===== config.mk =====
export PLATFORM = sky130hd
export DESIGN_NAME = mio_bus_ctrl_flat
export DESIGN_NICKNAME = d
export VERILOG_FILES = /design/src/rtl/mio_bus_ctrl_if.sv /design/src/rtl/mio_bus_ctrl.sv /design/src/flat_wrapper.sv
export SDC_FILE = /design/constraint.sdc
export NUM_CORES = 1
export LEC_CHECK = 0
export CORE_MARGIN = 5
export CORE_UTILIZATION = 51
export CTS_BUF_LIST = sky130_fd_sc_hd__clkbuf_4
export DETAILED_ROUTE_END_ITERATION = 6
export PLACE_DENSITY = 0.83
export SLEW_MARGIN = 20
export SYNTH_ARGS = -nofsm -noshare
export SYNTH_HDL_FRONTEND = slang
export SYNTH_SLANG_ARGS = --single-unit

===== constraint.sdc =====
create_clock -name i_clk -period 7 [get_ports i_clk]
set_clock_uncertainty 0.2 [all_clocks]
set_input_delay 1.75 -clock i_clk [delete_from_list [all_inputs] [get_ports i_clk]]
set_output_delay 1.75 -clock i_clk [all_outputs]
set_load 0.02 [all_outputs]

===== src/rtl/mio_bus_ctrl_if.sv =====
// CPU data-side bus: request/address/data from the CPU, read data and completion pulse back.
// master = CPU side, slave = bus controller side.
interface mio_bus_ctrl_if;
   logic        cpu_req;
   logic        cpu_we;
   logic [31:0] cpu_addr;
   logic [31:0] cpu_wdata;
   logic [31:0] cpu_rdata;
   logic        mio_ready;

   modport master (
      output cpu_req, cpu_we, cpu_addr, cpu_wdata,
      input  cpu_rdata, mio_ready
   );

   modport slave (
      input  cpu_req, cpu_we, cpu_addr, cpu_wdata,
      output cpu_rdata, mio_ready
   );
endinterface


===== src/rtl/mio_bus_ctrl.sv =====
// Memory/IO bus controller: routes CPU data accesses to RAM (RAM_WAIT wait cycles),
// GPIO LEDs/switches or a countdown timer (single cycle); mio_ready pulses for one cycle.
module mio_bus_ctrl #(
   parameter int RAM_AW   = 10,
   parameter int RAM_WAIT = 2,
   parameter int LED_W    = 16
) (
   input  logic              i_clk,
   input  logic              i_reset,
   mio_bus_ctrl_if.slave     bus,
   output logic [RAM_AW-1:0] o_ram_addr,
   output logic [31:0]       o_ram_wdata,
   output logic              o_ram_we,
   input  logic [31:0]       i_ram_rdata,
   input  logic [LED_W-1:0]  i_sw,
   output logic [LED_W-1:0]  o_led,
   output logic              o_cnt_irq
);

   typedef enum logic [1:0] {S_IDLE, S_WAIT, S_RESP} state_t;

   state_t              r_state;
   state_t              w_state_nxt;
   logic [3:0]          r_wait_cnt;
   logic                r_first;
   logic                r_we_lat;
   logic [RAM_AW-1:0]   r_ram_addr;
   logic [31:0]         r_ram_wdata;
   logic [31:0]         r_cpu_rdata;
   logic [LED_W-1:0]    r_led;
   logic [31:0]         r_count;
   logic [31:0]         r_load;
   logic                r_en;
   logic                r_auto;
   logic                r_flag;

   logic [29:0]         w_word;
   logic                w_is_ram;
   logic                w_sel_gpio;
   logic                w_sel_cnt;
   logic                w_sel_ctrl;
   logic                w_accept;
   logic                w_io_acc;
   logic                w_io_wr;
   logic                w_wr_gpio;
   logic                w_wr_cnt;
   logic                w_wr_ctrl;
   logic                w_wait_done;
   logic                w_cnt_hit;
   logic [31:0]         w_io_rdata;
   logic                w_unused_addr;

   assign w_word        = bus.cpu_addr[31:2];
   assign w_unused_addr = ^bus.cpu_addr[1:0];
   assign w_is_ram      = (bus.cpu_addr[31:28] == 4'h0);
   assign w_sel_gpio    = (w_word == 30'h3C00_0000);
   assign w_sel_cnt     = (w_word == 30'h3C00_0001);
   assign w_sel_ctrl    = (w_word == 30'h3C00_0002);

   assign w_accept      = (r_state == S_IDLE) && bus.cpu_req;
   assign w_io_acc      = w_accept && !w_is_ram;
   assign w_io_wr       = w_io_acc && bus.cpu_we;
   assign w_wr_gpio     = w_io_wr && w_sel_gpio;
   assign w_wr_cnt      = w_io_wr && w_sel_cnt;
   assign w_wr_ctrl     = w_io_wr && w_sel_ctrl;
   assign w_wait_done   = (r_state == S_WAIT) && (r_wait_cnt == 4'd1);

   // Timer event: the 1->0 step, or an enabled counter already sitting at 0.
   assign w_cnt_hit     = r_en && ((r_count == 32'd0) || (r_count == 32'd1));

   always_comb begin
      w_io_rdata = '0;
      if (w_sel_gpio) begin
         w_io_rdata[LED_W-1:0] = i_sw;
      end else if (w_sel_cnt) begin
         w_io_rdata = r_count;
      end else if (w_sel_ctrl) begin
         w_io_rdata = {29'd0, r_flag, r_auto, r_en};
      end
   end

   // FSM: state register
   always_ff @(posedge i_clk or posedge i_reset) begin
      if (i_reset) begin
         r_state <= S_IDLE;
      end else begin
         r_state <= w_state_nxt;
      end
   end

   // FSM: next state
   always_comb begin
      w_state_nxt = r_state;
      case (r_state)
         S_IDLE: begin
            if (bus.cpu_req) begin
               w_state_nxt = w_is_ram ? S_WAIT : S_RESP;
            end
         end
         S_WAIT: begin
            if (w_wait_done) begin
               w_state_nxt = S_RESP;
            end
         end
         S_RESP:  w_state_nxt = S_IDLE;
         default: w_state_nxt = S_IDLE;
      endcase
   end

   // FSM: outputs
   always_comb begin
      bus.mio_ready = (r_state == S_RESP);
      o_ram_we      = (r_state == S_WAIT) && r_first && r_we_lat;
   end

   always_ff @(posedge i_clk or posedge i_reset) begin
      if (i_reset) begin
         r_wait_cnt  <= '0;
         r_first     <= 1'b0;
         r_we_lat    <= 1'b0;
         r_ram_addr  <= '0;
         r_ram_wdata <= '0;
         r_cpu_rdata <= '0;
      end else begin
         if (w_accept && w_is_ram) begin
            r_ram_addr  <= bus.cpu_addr[RAM_AW+1:2];
            r_ram_wdata <= bus.cpu_wdata;
            r_we_lat    <= bus.cpu_we;
            r_wait_cnt  <= 4'(RAM_WAIT);
            r_first     <= 1'b1;
         end else if (r_state == S_WAIT) begin
            r_first     <= 1'b0;
            r_wait_cnt  <= r_wait_cnt - 4'd1;
         end

         // Writes return 0 so stale read data never leaks into a write completion.
         if (w_io_acc) begin
            r_cpu_rdata <= bus.cpu_we ? 32'd0 : w_io_rdata;
         end else if (w_wait_done) begin
            r_cpu_rdata <= r_we_lat ? 32'd0 : i_ram_rdata;
         end
      end
   end

   always_ff @(posedge i_clk or posedge i_reset) begin
      if (i_reset) begin
         r_led <= '0;
      end else if (w_wr_gpio) begin
         r_led <= bus.cpu_wdata[LED_W-1:0];
      end
   end

   // Timer: CPU count writes beat decrement/reload; hardware flag set beats write-1-to-clear.
   always_ff @(posedge i_clk or posedge i_reset) begin
      if (i_reset) begin
         r_count <= '0;
         r_load  <= '0;
         r_en    <= 1'b0;
         r_auto  <= 1'b0;
         r_flag  <= 1'b0;
      end else begin
         if (w_wr_cnt) begin
            r_count <= bus.cpu_wdata;
            r_load  <= bus.cpu_wdata;
         end else if (w_cnt_hit) begin
            r_count <= r_auto ? r_load : 32'd0;
         end else if (r_en) begin
            r_count <= r_count - 32'd1;
         end

         if (w_wr_ctrl) begin
            r_en   <= bus.cpu_wdata[0];
            r_auto <= bus.cpu_wdata[1];
         end else if (w_cnt_hit && !r_auto) begin
            r_en   <= 1'b0;
         end

         if (w_cnt_hit) begin
            r_flag <= 1'b1;
         end else if (w_wr_ctrl && bus.cpu_wdata[2]) begin
            r_flag <= 1'b0;
         end
      end
   end

   assign bus.cpu_rdata = r_cpu_rdata;
   assign o_ram_addr    = r_ram_addr;
   assign o_ram_wdata   = r_ram_wdata;
   assign o_led         = r_led;
   assign o_cnt_irq     = r_flag;

endmodule

===== src/flat_wrapper.sv =====
// flat-port wrapper written by rule: the top's interface ports become plain ports
module mio_bus_ctrl_flat 
#(
   parameter int RAM_AW   = 10,
   parameter int RAM_WAIT = 2,
   parameter int LED_W    = 16
)
  (i_clk, i_reset, o_ram_addr, o_ram_wdata, o_ram_we, i_ram_rdata, i_sw, o_led, o_cnt_irq, bus_cpu_req, bus_cpu_we, bus_cpu_addr, bus_cpu_wdata, bus_cpu_rdata, bus_mio_ready);
  mio_bus_ctrl_if bus_i ();
  input  logic i_clk;
  input  logic i_reset;
  output logic [RAM_AW-1:0] o_ram_addr;
  output logic [31:0] o_ram_wdata;
  output logic o_ram_we;
  input  logic [31:0] i_ram_rdata;
  input  logic [LED_W-1:0] i_sw;
  output logic [LED_W-1:0] o_led;
  output logic o_cnt_irq;
  input wire logic [$bits(bus_i.cpu_req)-1:0] bus_cpu_req;
  input wire logic [$bits(bus_i.cpu_we)-1:0] bus_cpu_we;
  input wire logic [$bits(bus_i.cpu_addr)-1:0] bus_cpu_addr;
  input wire logic [$bits(bus_i.cpu_wdata)-1:0] bus_cpu_wdata;
  output wire logic [$bits(bus_i.cpu_rdata)-1:0] bus_cpu_rdata;
  output wire logic [$bits(bus_i.mio_ready)-1:0] bus_mio_ready;
  assign bus_i.cpu_req = bus_cpu_req;
  assign bus_i.cpu_we = bus_cpu_we;
  assign bus_i.cpu_addr = bus_cpu_addr;
  assign bus_i.cpu_wdata = bus_cpu_wdata;
  assign bus_cpu_rdata = bus_i.cpu_rdata;
  assign bus_mio_ready = bus_i.mio_ready;
  mio_bus_ctrl #(.RAM_AW(RAM_AW), .RAM_WAIT(RAM_WAIT), .LED_W(LED_W)) u_core (.i_clk(i_clk), .i_reset(i_reset), .bus(bus_i), .o_ram_addr(o_ram_addr), .o_ram_wdata(o_ram_wdata), .o_ram_we(o_ram_we), .i_ram_rdata(i_ram_rdata), .i_sw(i_sw), .o_led(o_led), .o_cnt_irq(o_cnt_irq));
endmodule

# Word-level counts from Yosys, hierarchy flattened
# Index checks and enable logic that the tools add are counted.
# totals
reg_bits	165
latch_bits	0
ramBits	0
romBits	0
inputBits	116
output_inout_bits	93
wordCells	73
memories	0
# op_classes
n_addsub	2
mul	0
div_mod_pow	0
order_cmp	0
eq_ne	9
shifts	0
n_mux	24
n_bitwise	0
reduce_logical	25
# op_table
cell	n
32-bit two-way mux	9
30-bit == test, second input constant	3
32-bit by 1-bit == test with 1-bit output, second input constant	1
32-bit logical NOT	1
16-bit two-way mux	2
32-bit by 1-bit subtractor with 32-bit output, second input constant	1
1-bit logical AND	13
4-bit two-way mux	2
2-bit nonzero test	4
1-bit two-way mux	6
2-bit two-way mux	3
4-bit by 1-bit == test with 1-bit output, second input constant	1
4-bit logical NOT	1
2-bit case mux with 2 select lines	1
4-bit by 1-bit subtractor with 4-bit output, second input constant	1
3-bit two-way mux	1
3-bit nonzero test	1
2-bit by 1-bit == test with 1-bit output, second input constant	1
2-bit == test, second input constant	1
1-bit logical NOT	2
2-bit logical NOT	1
2-bit by 1-bit inequality test with 1-bit output, second input constant	1
2-bit inequality test, second input constant	1
2-bit AND reduction	1
1-bit logical OR	1

# Longest topological paths before layout
# depth
depth_word	8
depth_mapped	10
ltp_nobuf	8

# Worst setup path before layout
# No wires, ideal clock.
# synth_path
path_type	in2reg
from	input bus_cpu_addr[23]
to	register u_core.r_led[0] (netlist: u_core.o_led[0])
setup_ns	0.128
arrival_time_ns	3.581
t_required_ns	6.672
slack_ns	3.092
cell_stages	7
n_path_buf	2
cell_sequence	nor4_1 nand4_1 nor4_2 and4_1 buf_2 buf_4 mux2_1
# synth_via
elab_chain_cells	2
# synth_rtl
element	line_no	rtl
start: declaration	flat_wrapper.sv:21	input wire logic [$bits(bus_i.cpu_addr)-1:0] bus_cpu_addr;
30-bit == test	mio_bus_ctrl.sv:56	assign w_sel_gpio = (w_word == 30'h3C00_0000);
1-bit logical AND	mio_bus_ctrl.sv:63	assign w_wr_gpio = w_io_wr && w_sel_gpio;
end signal: assignment	mio_bus_ctrl.sv:149	r_led <= bus.cpu_wdata[LED_W-1:0];
end: declaration	mio_bus_ctrl.sv:30	logic [LED_W-1:0] r_led;
# No other way between the ends.
# A chain may end at the register's enable or synchronous reset.

# Final worst setup path
# layout_path
from	input bus_cpu_addr[29]
to	register u_core.r_count[4]
# layout_via
elab_chain_cells	6
elab_cells_between_ends	8
classes_between	eq/ne (1); mux (1); reduce/logical (6)
# layout_rtl
element	line_no	rtl
4-bit logical NOT	mio_bus_ctrl.sv:55	assign w_is_ram = (bus.cpu_addr[31:28] == 4'h0);
1-bit logical NOT	mio_bus_ctrl.sv:61	assign w_io_acc = w_accept && !w_is_ram;
1-bit logical AND	mio_bus_ctrl.sv:61	
1-bit logical AND	mio_bus_ctrl.sv:62	assign w_io_wr = w_io_acc && bus.cpu_we;
1-bit logical AND *	mio_bus_ctrl.sv:64	assign w_wr_cnt = w_io_wr && w_sel_cnt;
3-bit nonzero test (no source line) / 32-bit two-way mux (equally long branches)	n/a	
end signal: assignment	mio_bus_ctrl.sv:163	r_count <= bus.cpu_wdata;
end signal: assignment	mio_bus_ctrl.sv:166	r_count <= r_auto ? r_load : 32'd0;
end signal: assignment	mio_bus_ctrl.sv:168	r_count <= r_count - 32'd1;
end: declaration	mio_bus_ctrl.sv:31	logic [31:0] r_count;
# Mark *: on every way between the ends. The rest lies on a longest branch, timed or not.

==> run_results.csv <==
group,metric,value,unit
floorplanning,die_h,137,µm
placement,port_buffers,206,
sta,max-slew-margin-rel,0.288,
floorplanning,core,0.0159,mm²
logic_synthesis,synth.net_count,1048,
sta,worst_slew_pin_slew,1.07,ns
detailed_routing,dr.pass1.iters,7,
global_route,grt_overflow,0,
clocking,cts_sinks,165,
finish,nets,1221,
logic_synthesis,async_flop_share,1.00,
clocking,cts_buffer_depth,2,
finish,area_delta_synth_final,28.8,%
critical_path,start_kind,"input pin",
detailed_routing,ant_nets,0,
clocking,path_clk_slew,0.13,ns
logic_synthesis,avgSynthCellArea,8.93,µm²
sta,fin_crit,4.62,ns
status,status,"finished with violations",
sta,fin_crit_sh,0.661,
clocking,cts_tree,"yes",
logic_synthesis,ys_seq_elements,165,
critical_path,critical_path.startpoint,"bus_cpu_addr[29]",
global_route,grt_start_max_net_pins,93,
detailed_routing,wl_per_cell,18.7,µm
clocking,clk_latency,0.56,ns
logic_synthesis,synth-edff-count,0,
detailed_routing,routed_via_density,5.81,
sta,setup_viol,0,
floorplanning,rows,46,
floorplanning,dieArea,0.0189,mm²
global_route,gr-usage-all-layers,0.267,
clocking,ctsResizeCount,0,
clocking,root_buffer,"clkbuf_4",
status,violations,"design-rule violations",
sta,hold_viol,0,
hold_path,holdCritPathClass,"flop to flop",
logic_synthesis,synth_cells,928,
critical_path,cp-end-kind,"flop",
logic_synthesis,synth.distinct_cells,65,
global_route,grt_pass1_vias,7629,
sta,holdWs,0.285,ns
detailed_routing,drcViolationCount,1,
clocking,postCtsHoldBufs,0,
sta,rsz0062_at_grt,"no",
global_route,antenna_found_initial,1,
critical_path,r2r-start,"u_core.r_count[25]",
detailed_routing,wirelength,24900,µm
global_route,grt_pass1_wl,39700,µm
pwr,cellPowerDensity,201,mW/mm²
flow_run,maxCapViolCount,0,
sta,drv_slew,0,
critical_path,crit_fanout,46,
placement,globalplace.congestion,0.848,
sta,max_freq,0.216,GHz
logic_synthesis,synth_seq_area_share,0.498,
clocking,cts_made_buffers,17,
floorplanning,start_util,0.522,
clocking,post-cts-setup-buffers,0,
floorplanning,num_io_pins,209,
pwr,max-vdd-ir-drop,0.000109,V
logic_synthesis,yosys_warnings,0,
critical_path,worstSetupPathType,"input pin to flop",
critical_path,required,7.28,ns
pwr,leakagePower,4.78,nW
sta,fin_setup_tns,0,ns
placement,dp_hpwl,17100,µm
floorplanning,dieWidth,137,µm
logic_synthesis,ys.flop_type,"dfrtp_1",
clocking,htree_num_levels,4,
detailed_routing,drt_iter0_drc,872,
hold_path,hold_start,"u_core.r_load[7]",
detailed_routing,num_vias,7731,
critical_path,worstPathArrival,4.90,ns
logic_synthesis,syn_area,0.00829,mm²
finish,layout-drive-gt1-share,0.0620,
## state kept, by name, summed over array words and instances, names as in the netlist
signal	flops
u_core.bus.cpu_rdata	32
u_core.o_ram_wdata	32
u_core.r_count	32
u_core.r_load	32
u_core.o_led	16
u_core.o_ram_addr	10
u_core.r_wait_cnt	4
u_core.r_state	2
u_core.o_cnt_irq	1
u_core.r_auto	1
u_core.r_en	1
u_core.r_first	1
u_core.r_we_lat	1
## where the power goes
group | internal, W | switching, W
Sequential | 0.00105 | 0.0000676
Combinational | 0.000257 | 0.000268
Clock | 0.000175 | 0.000322
## layout by cell type, fill, tap and decap left out, drive strengths merged, types with 3 or more instances in the layout
cell / n
buf: 11
ha: 4
and3: 7
inv: 7
a211oi: 3
a22oi: 28
nor3: 30
clkdlybuf4s50: 206
mux2: 17
xnor2: 6
a21oi: 35
nand3: 19
nand4: 15
clkbuf: 19
nand2b: 4
clkinv: 10
xor2: 5
nor3b: 4
or4: 3
a222oi: 16
a221o: 9
dfrtp: 165
a2111oi: 3
a211o: 9
o21ai: 40
nand2: 268
and2: 3
nor4: 20
nor2b: 25
a31oi: 19
nor2: 73
## synth_stat cells (4+ instances only)
| cell type | n | area [µm²] |
|---|---|---|
| o21ai_1 | 4 | 20.0 |
| nor3_1 | 27 | 135 |
| nand2b_1 | 4 | 25.0 |
| nor2b_1 | 25 | 156 |
| a31oi_1 | 19 | 119 |
| a22oi_1 | 28 | 210 |
| nor2_1 | 72 | 270 |
| nor4_2 | 4 | 50.1 |
| nand2_1 | 268 | 1010 |
| mux2_2 | 7 | 78.8 |
| mux2_1 | 10 | 113 |
| inv_1 | 6 | 22.5 |
| ha_1 | 4 | 50.1 |
| and3_1 | 7 | 43.8 |
| buf_2 | 14 | 70.1 |
| a221o_1 | 9 | 90.1 |
| a21oi_1 | 35 | 175 |
| a222oi_1 | 16 | 160 |
| nand4_1 | 15 | 93.8 |
| xnor2_1 | 6 | 52.6 |
| o21ai_0 | 36 | 180 |
| a211o_1 | 9 | 78.8 |
| nor4_1 | 12 | 75.1 |
| clkbuf_1 | 39 | 146 |
| buf_1 | 4 | 15.0 |
| dfrtp_1 | 165 | 4130 |
| nand3_1 | 17 | 85.1 |
| nor4_4 | 4 | 85.1 |
| xor2_1 | 5 | 43.8 |
## through the flow
step                      utilization  total power [W]  instance area, µm²  instances  setup WS, ns
after floorplan                     -          0.00137                8290        928         0.588
after global placement          0.656          0.00165               10400       1297          1.92
after detailed placement        0.657          0.00166               10400       1298          1.84
after CTS                       0.672          0.00216               10700       1329          2.46
after global routing            0.672          0.00225               10700       1330          2.35
final                           0.672          0.00214               10700       1330          2.38
## cell families (layout without fill, tap and decap cells)
group	count (synthesis)	count (layout)	synth area share
xor gates and xnor gates	11	11	0.0116
and+or+nand+nor	481	481	0.274
other	0	1	0
buffers and inverters	71	256	0.0388
AOI/OAI and AO/OA	177	177	0.146
adders and majority gates	4	4	0.00604
muxes	19	19	0.0255
DFF	165	165	0.498
## critical path, stage by stage
cell,delay [ns]
clkdlybuf4s50_1,0.42
or4_1,0.69
nand4_1,0.22
or3_1,0.13
buf_4,0.43
and3_1,0.81
a22oi_1,0.16
a211oi_1,0.25
## path summary, 6_finish.rpt
check                      cells after the start  slack [ns]                       end
setup / recovery                               8        2.38         u_core.r_count[4]
hold / removal                                 2        0.28          u_core.r_load[7]
setup reg to reg                               6        3.58         u_core.r_count[4]
hold reg to reg                                2        0.28          u_core.r_load[7]
max in group asynchronous                      3        3.89  u_core.bus.cpu_rdata[25]
min in group asynchronous                      2        1.47      u_core.o_ram_addr[2]
## routing by layer
metal	part of all wire	track usage	up-vias
met2	0.48	0.439	380
met4	0.020	0.0898	0
met1	0.41	0.347	3681
met3	0.095	0.0650	47
met5	0	0	-
li1	-	-	3623
## area by class of cell
type / instances / area, µm²
Fill cell: 1261 / 5210
Sequential cell: 165 / 4130
Multi-Input combinational cell: 692 / 3850
Timing Repair Buffer: 217 / 2160
Tap cell: 216 / 270
Clock buffer: 19 / 143
Clock inverter: 12 / 90.1
Inverter: 8 / 35.0
Antenna cell: 1 / 2.50
Power figures use the tool's default switching activity.
